==> src/rtl/spi_pkg.sv <==
// Shared encodings and defaults for the SPI baud generator block.
package spi_pkg;

  typedef enum logic [1:0] {
    SPI_RUN  = 2'b00,
    SPI_WAIT = 2'b01,
    SPI_STOP = 2'b10
  } spi_mode_e;

  localparam int SPI_DIV_W          = 12;
  localparam int SPI_CNT_W          = 11;
  localparam int SPI_BITS_PER_FRAME = 8;
  localparam int SPI_EDGES_PER_FRAME = 2 * SPI_BITS_PER_FRAME;

endpackage

==> src/rtl/spi_edge_counter.sv <==
// Counts emitted sclk edges in a frame, saturating at a full frame; used only
// when the SPI_BAUD_EDGE_CNT_EN build option is enabled.
module spi_edge_counter
  import spi_pkg::*;
(
  input  logic       clk_i,
  input  logic       rst_ni,
  input  logic       active_i,
  input  logic       edge_i,
  output logic [4:0] edge_cnt_o,
  output logic       xfer_done_o
);

  localparam logic [4:0] LAST_EDGE = 5'(SPI_EDGES_PER_FRAME);

  logic [4:0] cnt_q, cnt_d;
  logic       done_q, done_d;

  always_comb begin
    cnt_d  = cnt_q;
    done_d = 1'b0;
    if (!active_i) begin
      cnt_d = '0;
    end else if (edge_i && (cnt_q != LAST_EDGE)) begin
      cnt_d  = cnt_q + 5'd1;
      done_d = (cnt_q == LAST_EDGE - 5'd1);
    end
  end

  always_ff @(posedge clk_i) begin
    if (!rst_ni) begin
      cnt_q  <= '0;
      done_q <= 1'b0;
    end else begin
      cnt_q  <= cnt_d;
      done_q <= done_d;
    end
  end

  assign edge_cnt_o  = cnt_q;
  assign xfer_done_o = done_q;

endmodule

==> src/rtl/spi_baud_generator.sv <==
// SPI serial clock generator with registered sample/shift strobes.
// Build option SPI_BAUD_EDGE_CNT_EN adds per-frame edge counting (edge_cnt, xfer_done).
module spi_baud_generator
  import spi_pkg::*;
#(
  parameter int DIV_W = SPI_DIV_W,
  parameter int CNT_W = SPI_CNT_W
) (
  input  logic             Pclk,
  input  logic             Presetn,
  input  logic [1:0]       spi_mode,
  input  logic             spiswai,
  input  logic [2:0]       sppr,
  input  logic [2:0]       spr,
  input  logic             cpol,
  input  logic             cpha,
  input  logic             ss,
`ifdef SPI_BAUD_EDGE_CNT_EN
  output logic [4:0]       edge_cnt,
  output logic             xfer_done,
`endif
  output logic             sclk,
  output logic [DIV_W-1:0] baud_rate_divisor,
  output logic             sample_strobe,
  output logic             shift_strobe
);

  logic [CNT_W-1:0] half, limit;
  logic             active, frame_hold, edge_fire;

  logic [CNT_W-1:0] cnt_q, cnt_d;
  logic             sclk_q, sclk_d;
  logic             cpol_q, cpol_d;
  logic             sample_q, sample_d;
  logic             shift_q, shift_d;

  assign half              = (CNT_W'(sppr) + CNT_W'(1)) << spr;
  assign limit             = half - CNT_W'(1);
  assign baud_rate_divisor = DIV_W'(half) << 1;

  // Mode 2'b11 falls through to inactive, same as STOP.
  assign active = !ss && ((spi_mode == SPI_RUN) ||
                          ((spi_mode == SPI_WAIT) && !spiswai));

  assign edge_fire = active && !frame_hold && (cnt_q >= limit);

`ifdef SPI_BAUD_EDGE_CNT_EN
  spi_edge_counter u_edge_counter (
    .clk_i       (Pclk),
    .rst_ni      (Presetn),
    .active_i    (active),
    .edge_i      (edge_fire),
    .edge_cnt_o  (edge_cnt),
    .xfer_done_o (xfer_done)
  );
  assign frame_hold = (edge_cnt == 5'(SPI_EDGES_PER_FRAME));
`else
  assign frame_hold = 1'b0;
`endif

  // cpol_q freezes the idle level for edge classification while a transfer runs.
  always_comb begin
    cnt_d    = cnt_q;
    sclk_d   = sclk_q;
    cpol_d   = cpol_q;
    sample_d = 1'b0;
    shift_d  = 1'b0;
    if (!active) begin
      cnt_d  = '0;
      sclk_d = cpol;
      cpol_d = cpol;
    end else if (frame_hold) begin
      cnt_d = '0;
    end else if (edge_fire) begin
      cnt_d  = '0;
      sclk_d = ~sclk_q;
      if ((sclk_q == cpol_q) != cpha) sample_d = 1'b1;
      else                            shift_d  = 1'b1;
    end else begin
      cnt_d = cnt_q + CNT_W'(1);
    end
  end

  always_ff @(posedge Pclk) begin
    if (!Presetn) begin
      cnt_q    <= '0;
      sclk_q   <= cpol;
      cpol_q   <= cpol;
      sample_q <= 1'b0;
      shift_q  <= 1'b0;
    end else begin
      cnt_q    <= cnt_d;
      sclk_q   <= sclk_d;
      cpol_q   <= cpol_d;
      sample_q <= sample_d;
      shift_q  <= shift_d;
    end
  end

  assign sclk          = sclk_q;
  assign sample_strobe = sample_q;
  assign shift_strobe  = shift_q;

endmodule

==> config.mk <==
export PLATFORM = sky130hd
export DESIGN_NAME = spi_baud_generator
export DESIGN_NICKNAME = d
export VERILOG_FILES = /design/src/rtl/spi_pkg.sv /design/src/rtl/spi_edge_counter.sv /design/src/rtl/spi_baud_generator.sv
export SDC_FILE = /design/constraint.sdc
export NUM_CORES = 1
export LEC_CHECK = 0
export BUFFER_PORTS_ARGS = -buffer_cell sky130_fd_sc_hd__buf_2
export CORE_MARGIN = 8
export CORE_UTILIZATION = 45
export CTS_CLUSTER_DIAMETER = 120
export DETAILED_ROUTE_END_ITERATION = 8
export PLACE_DENSITY_LB_ADDON = 0.2
export SYNTH_ARGS = -nofsm -noshare
export SYNTH_HDL_FRONTEND = slang
export SYNTH_HIERARCHICAL = 1
export SYNTH_SLANG_ARGS = --single-unit
==> constraint.sdc <==
create_clock -name Pclk -period 6.35 [get_ports Pclk]
set_input_delay 1.27 -clock Pclk [delete_from_list [all_inputs] [get_ports Pclk]]
set_output_delay 1.27 -clock Pclk [all_outputs]
set_load 0.005 [all_outputs]
==> run_results.csv, run 1 <==
group,metric,value,unit
worst_hold_path,min_from,"cnt_q[0]",
global_routing,met2_usage,0.200,
power,ir_drop,87.0,µV
timing,fin_crit_sh,0.724,
critical_path,crit_fanout,14,
finish,n_antenna_cell,0,
route,via_count,1363,
synthesis,ys_top_cells_by_count,"nand2_1, ha_1, dfxtp_1",
finish,n_fill_cell,330,
worst_hold_path,hold_path_class,"reg -> reg",
global_routing,use_met3,0.0243,
critical_path,cpMostUsedCell,"ha_1",
timing,maxSlewViolCount,0,
timing,fmax,218,MHz
clock_network,cts-root-buf,"clkbuf_4",
clock_network,numCtsBuffers,3,
finish,nets,233,
route,drt_iter0_drc,87,
finish,stdcell_count,250,
synthesis,syn_nets,210,
synthesis,synth.area.top_cells,"dfxtp_1, ha_1, xnor2_1",
critical_path,arrival,4.65,ns
route,routed_wl,3420,µm
critical_path,cp_num_buf_inv,2,
floorplan,core-area,3310,µm²
timing,relSlewSlack,0.655,
global_routing,grt_pass1_vias,1291,
critical_path,startpoint,"sppr[0]",
placed_design,portBuffers,27,
floorplan,die_x,74.5,µm
timing,tightest_slew,0.516,ns
timing,rsz0062_at_grt,"false",
clock_network,path_clk_slew,0.09,ns
timing,setup_viol_count_final,0,
synthesis,synth_flop_cell,"dfxtp_1",
clock_network,cts_setup_buffers,0,
critical_path,path_cells,"buf_2, ha_1, o21ai_1, nand2b_1, ha_1, o211ai_1, nor3_2, nand3_1, xor2_1, ha_1, a211oi_1, nand2_1, nor2_1, a311oi_1, buf_4, or2_2",
synthesis,synthCells,182,
power,leakage,0.702,nW
finish,syn_to_final_growth,9.99,%
global_routing,grt_pass1_wl,5800,µm
synthesis,synth.distinct_cells,54,
critical_path,cpMaxStageDelayCell,"ha_1",
route,via_per_inst,5.45,
global_routing,gr-max-usage-layer,"met2",
timing,hold_viol,0,
synthesis,synth-edff-count,2,
route,drc_errors,0,
clock_network,h-tree-depth,1,
critical_path,slowest_delay,0.46,ns
placed_design,dpl.hpwl,2720,µm
timing,setup_tns,0,ns
finish,final_layout_size_suffix_gt1_frac,0.235,
timing,min_period,4.60,ns
finish,final_core_utilization,0.512,
clock_network,clockBufferDepth,2,
synthesis,netlist_area,1540,µm²
synthesis,ys_seq_elements,15,
critical_path,required,6.40,ns
floorplan,die_area,5550,µm²
timing,timing.final.ws_setup,1.75,ns
floorplan,io_pins,29,
global_routing,grt_use_met1,0.182,
power,p_per_area,143,nW/µm²
clock_network,clk_latency,0.28,ns
floorplan,dieHeight,74.5,µm
synthesis,ys_warn_count,6,
critical_path,end_kind,"flop",
global_routing,grtUsageTotal,0.130,
synthesis,yosysTopAreaCell,"dfxtp_1",
critical_path,critPathTopFamily,"simple AND/OR/NAND/NOR gates",
job,max_cap_violations,0,
critical_path,reg2reg_from,"cnt_q[0]",
floorplan,start_util,0.465,
critical_path,reg2reg_slack,4.23,ns
clock_network,cts_tree,"done",
clock_network,ctsResizeCount,0,
synthesis,yosysTopAreaCellShare,0.169,
clock_network,cts_hold_buf,0,
synthesis,ys_seq_area_frac,0.208,
route,detail-route-antenna-nets,0,
critical_path,critical_path_class,"in -> reg",
timing,skew,0.00507,ns
route,wl_per_cell,13.7,µm
global_routing,overflow,0,
floorplan,fp-row-count,21,
global_routing,antenna_found_initial,0,
synthesis,avgSynthCellArea,8.46,µm²
synthesis,synth_most_common_cell,"nand2_1",
route,first_pass_iters,6,
placed_design,dp.cells,246,
global_routing,grt_max_degree,21,
critical_path,cp-start-kind,"primary input",
status,status,"finished, final reports clean",
placed_design,dp_slack,1.48,ns
clock_network,clock_sinks,15,
placed_design,place_congestion,0.837,
synthesis,synthArstFlopShare,0,
-- area by class of cell --
type | count | area, µm² | area share
multi-input cells | 149 | 1120 | 0.660
flip-flops and latches | 15 | 320 | 0.189
repair buffers | 28 | 143 | 0.0842
well taps | 46 | 57.6 | 0.0340
inverters | 8 | 30.0 | 0.0177
clock buffers | 4 | 26.3 | 0.0155
-- where the power goes --
group	switching (W)	internal (W)
registers	0.00000110	0.0000975
clock network	0.0000293	0.0000244
logic	0.0000503	0.0000394
-- registers in the layout, indices dropped and copies added, names as in the netlist --
register / flops
cnt_q: 11
cpol_q: 1
sclk: 1
shift_strobe: 1
sample_strobe: 1
-- stage by stage --
stage,total power [W],cell area (µm²),hold slack (ns)
after global placement,0.000188,1670,0.521
final,0.000242,1690,0.526
after detailed placement,0.000190,1670,0.522
after global routing,0.000260,1690,0.559
after CTS,0.000244,1690,0.531
after floorplan,0.000172,1540,0.477
-- placed cells by master, fill, tap and decap left out, types with 2 or more instances in the layout --
cell,synthesis,layout
a211oi_1,2,2
a21oi_1,7,7
and3b_1,2,2
buf_2,4,27
clkbuf_4,0,3
dfxtp_1,13,13
edfxtp_1,2,2
ha_1,14,14
inv_1,8,8
nand2_1,19,19
nand2b_1,3,3
nand3_1,5,5
nand3b_1,3,3
nand4_1,3,3
nor2_1,11,11
nor2b_1,4,4
nor3_1,12,12
nor3_2,2,2
nor3b_1,2,2
o2111ai_1,2,2
o21ai_0,5,5
o21ai_1,4,4
o22ai_1,2,2
xnor2_1,10,10
xor2_1,10,10
-- layer usage --
| layer | vias to the layer above | part of all wire | wire, µm |
|---|---|---|---|
| li1 | 695 | - | - |
| met1 | 618 | 0.48 | 1660 |
| met2 | 46 | 0.45 | 1540 |
| met3 | 4 | 0.058 | 197 |
| met4 | 0 | 0.0079 | 27 |
| met5 | - | 0 | 0 |
-- path summary, 6_finish.rpt --
path	to	depth (start not counted)
setup / recovery	sclk	16
setup reg to reg	sclk	9
hold / removal	cnt_q[0]	1
hold reg to reg	cnt_q[0]	1
-- kinds of logic (layout without fill, tap and decap cells) --
| family | after synthesis | in the layout | synth area share |
|---|---|---|---|
| and+or+nand+nor | 74 | 74 | 0.258 |
| AOI/OAI and AO/OA | 36 | 36 | 0.187 |
| xor gates and xnor gates | 22 | 22 | 0.142 |
| buffers and inverters | 18 | 40 | 0.0666 |
| DFF | 15 | 15 | 0.208 |
| adders and majority gates | 14 | 14 | 0.114 |
| muxes | 2 | 2 | 0.0219 |
| other | 1 | 1 | 0.00243 |
(Power assumes the default switching activity.)
==> run 2: changes to the inputs <==
Settings changed: ABC_AREA from default to 1.
Clock period 6.35 ns to 4.15 ns, I/O delays scaled along.
==> run 2 against run 1 <==
Compared with the run above:
- hold slack worse by 0.046 ns
- total power is 46% higher
- clock skew is 0.00076 ns lower
- clock-buffer cell count is 1 lower
- cell count is 11% higher
- area after synthesis is 9.0% lower
- sequential cell count stayed put
- core utilization is 2.0 points higher
==> run_results.csv, run 2 <==
group,metric,value,unit
status,status,"finished, final reports clean",
synthesis,yosysTopAreaCell,"dfxtp_1",
synthesis,syn_nets,243,
timing,setup_viol_count_final,0,
clock_network,cts_hold_buf,0,
clock_network,ctsResizeCount,0,
synthesis,synthCells,215,
route,wl_per_cell,10.7,µm
clock_network,clock_sinks,15,
critical_path,required,4.36,ns
route,wl_met3,123,µm
global_routing,antenna_found_initial,0,
synthesis,avgSynthCellArea,6.52,µm²
route,routed_wl,2970,µm
global_routing,grt_max_degree,13,
clock_network,numCtsBuffers,3,
clock_network,path_clk_slew,0.09,ns
power,pwr-share-comb,0.346,
power,leakage,0.847,nW
timing,min_period,3.34,ns
power,p_per_area,221,nW/µm²
floorplan,die_x,71.8,µm
route,top_layer_used,"met4",
route,via_per_inst,5.05,
synthesis,synth.area.top_cells,"dfxtp_1, nand2_1, ha_1",
floorplan,start_util,0.467,
power,p_seq_frac,0.427,
global_routing,grtUsageTotal,0.129,
route,met1Wirelength,1500,µm
timing,fin_hold_ws,0.480,ns
placed_design,portBuffers,27,
route,dr_wl_met2,1320,µm
placed_design,place_congestion,0.879,
clock_network,cts_setup_buffers,0,
timing,fin_crit_sh,0.804,
clock_network,h-tree-depth,1,
finish,layout_common_cells,"nand2_1, buf_2, inv_1, nor2_1, nand3_1",
worst_hold_path,hold_path_class,"reg -> reg",
synthesis,ys_warn_count,6,
placed_design,dpl.hpwl,2580,µm
timing,fmax,300,MHz
route,first_pass_iters,4,
timing,maxSlewViolCount,0,
floorplan,fp-row-count,20,
placed_design,dp.cells,273,
synthesis,synth.distinct_cells,29,
critical_path,critical_path_class,"in -> reg",
synthesis,synth_most_common_cell,"nand2_1",
power,intPower,0.000232,W
global_routing,overflow,0,
timing,rsz0062_at_grt,"false",
global_routing,grt_pass1_vias,1344,
clock_network,cts-root-buf,"clkbuf_4",
finish,nets,273,
synthesis,yosysTopAreaCellShare,0.186,
timing,setup_tns,0,ns
route,drc_errors,0,
critical_path,cp-start-kind,"primary input",
power,power_switching,0.000122,W
timing,hold_viol,0,
critical_path,crit_fanout,12,
synthesis,ys_top_cells_by_count,"nand2_1, inv_1, nor2_1",
synthesis,ys_seq_area_frac,0.229,
critical_path,end_kind,"flop",
clock_network,clockBufferDepth,2,
floorplan,dieHeight,71.8,µm
global_routing,grt_pass1_wl,5540,µm
finish,n_antenna_cell,0,
clock_network,cts_tree,"done",
timing,skew,0.00431,ns
floorplan,io_pins,29,
synthesis,netlist_area,1400,µm²
finish,stdcell_count,277,
synthesis,ys_seq_elements,15,
power,ir_drop,149,µV
finish,regMostFlops,"cnt_q",
critical_path,arrival,3.54,ns
route,via_count,1400,
finish,final_common_cell,"nand2_1",
synthesis,synthArstFlopShare,0,
route,drt_iter0_drc,77,
synthesis,synth-edff-count,2,
finish,final_layout_size_suffix_gt1_frac,0.213,
floorplan,die_area,5160,µm²
job,max_cap_violations,0,
power,clkPwrFrac,0.227,
finish,final_core_utilization,0.532,
power,switching_share,0.344,
finish,syn_to_final_growth,13.9,%
finish,largest_reg_flops,11,
route,detail-route-antenna-nets,0,
synthesis,synth_flop_cell,"dfxtp_1",
clock_network,clk_latency,0.28,ns
finish,n_fill_cell,307,
floorplan,core-area,3000,µm²
[run 2: cell count changes after synthesis, sizes merged, moves of 3 or more]
cell / delta
nor2: +18
nand3b: -3
xnor2: -6
inv: +22
a211oi: -3
xor2: -7
nand2: +37
nand4: +3
buf: -7
nor3: -14
o22ai: -3
nor2b: -4
nand2b: -3
nand3: +22
[run 2: per-stage QoR]
| step | setup WS (ns) | cell area [µm²] | total power (W) |
|---|---|---|---|
| after floorplan | 0.741 | 1400 | 0.000244 |
| after detailed placement | 0.510 | 1570 | 0.000277 |
| after global placement | 0.622 | 1570 | 0.000276 |
| final | 0.813 | 1600 | 0.000353 |
| after global routing | 0.455 | 1600 | 0.000386 |
| after CTS | 0.806 | 1600 | 0.000358 |
[run 2: cells by family after synthesis]
| group | synth area share |
|---|---|
| xor gates and xnor gates | 0.0562 |
| adders and majority gates | 0.125 |
| other | 0.00268 |
| AOI/OAI and AO/OA | 0.0723 |
| DFF | 0.229 |
| and+or+nand+nor | 0.423 |
| buffers and inverters | 0.0920 |
[run 2: layout make-up]
cell class                 count  area, µm²  share of cell area
inverter                      30        113              0.0705
multi-input combinational    167        952               0.596
tap                           33       41.3              0.0259
timing repair buffer          28        143              0.0893
clock inverter                 1       5.00             0.00313
clock buffer                   3       22.5              0.0141
sequential                    15        320               0.201
[run 2: critical path, cell delays in order]
cell	delay (ns)
buf_2	0.12
ha_1	0.32
o21ai_1	0.21
nor2_2	0.07
nand2_2	0.08
ha_1	0.23
nand3_1	0.18
nor2_4	0.17
nand2_1	0.06
nand2_1	0.05
nand2_1	0.06
ha_1	0.31
a21oi_1	0.15
o21ai_0	0.09
a21oi_1	0.17
nand4_1	0.10
buf_4	0.19
nor3b_1	0.17
[run 2: metal layers]
metal | GRT usage | up-vias
met5 | 0 | -
met2 | 0.212 | 27
met4 | 0.0272 | 0
met1 | 0.165 | 614
li1 | - | 757
met3 | 0.0307 | 2
[run 2: path summary, 6_finish.rpt]
check,cells after the start,endpoint,startpoint,slack [ns]
max reg2reg,7,cnt_q[3],cnt_q[4],2.50
min,1,cnt_q[0],cnt_q[0],0.48
min reg2reg,1,cnt_q[0],cnt_q[0],0.48
max,18,cnt_q[3],sppr[0],0.81
[run 2: power groups by stage]
stage,clock [W],combinational [W],sequential [W]
floorplan,0,0.0000903,0.000154
global placement,0,0.000122,0.000154
detailed placement,0,0.000123,0.000154
CTS,0.0000837,0.000124,0.000151
global route,0.0000941,0.000141,0.000151
finish,0.0000801,0.000122,0.000151
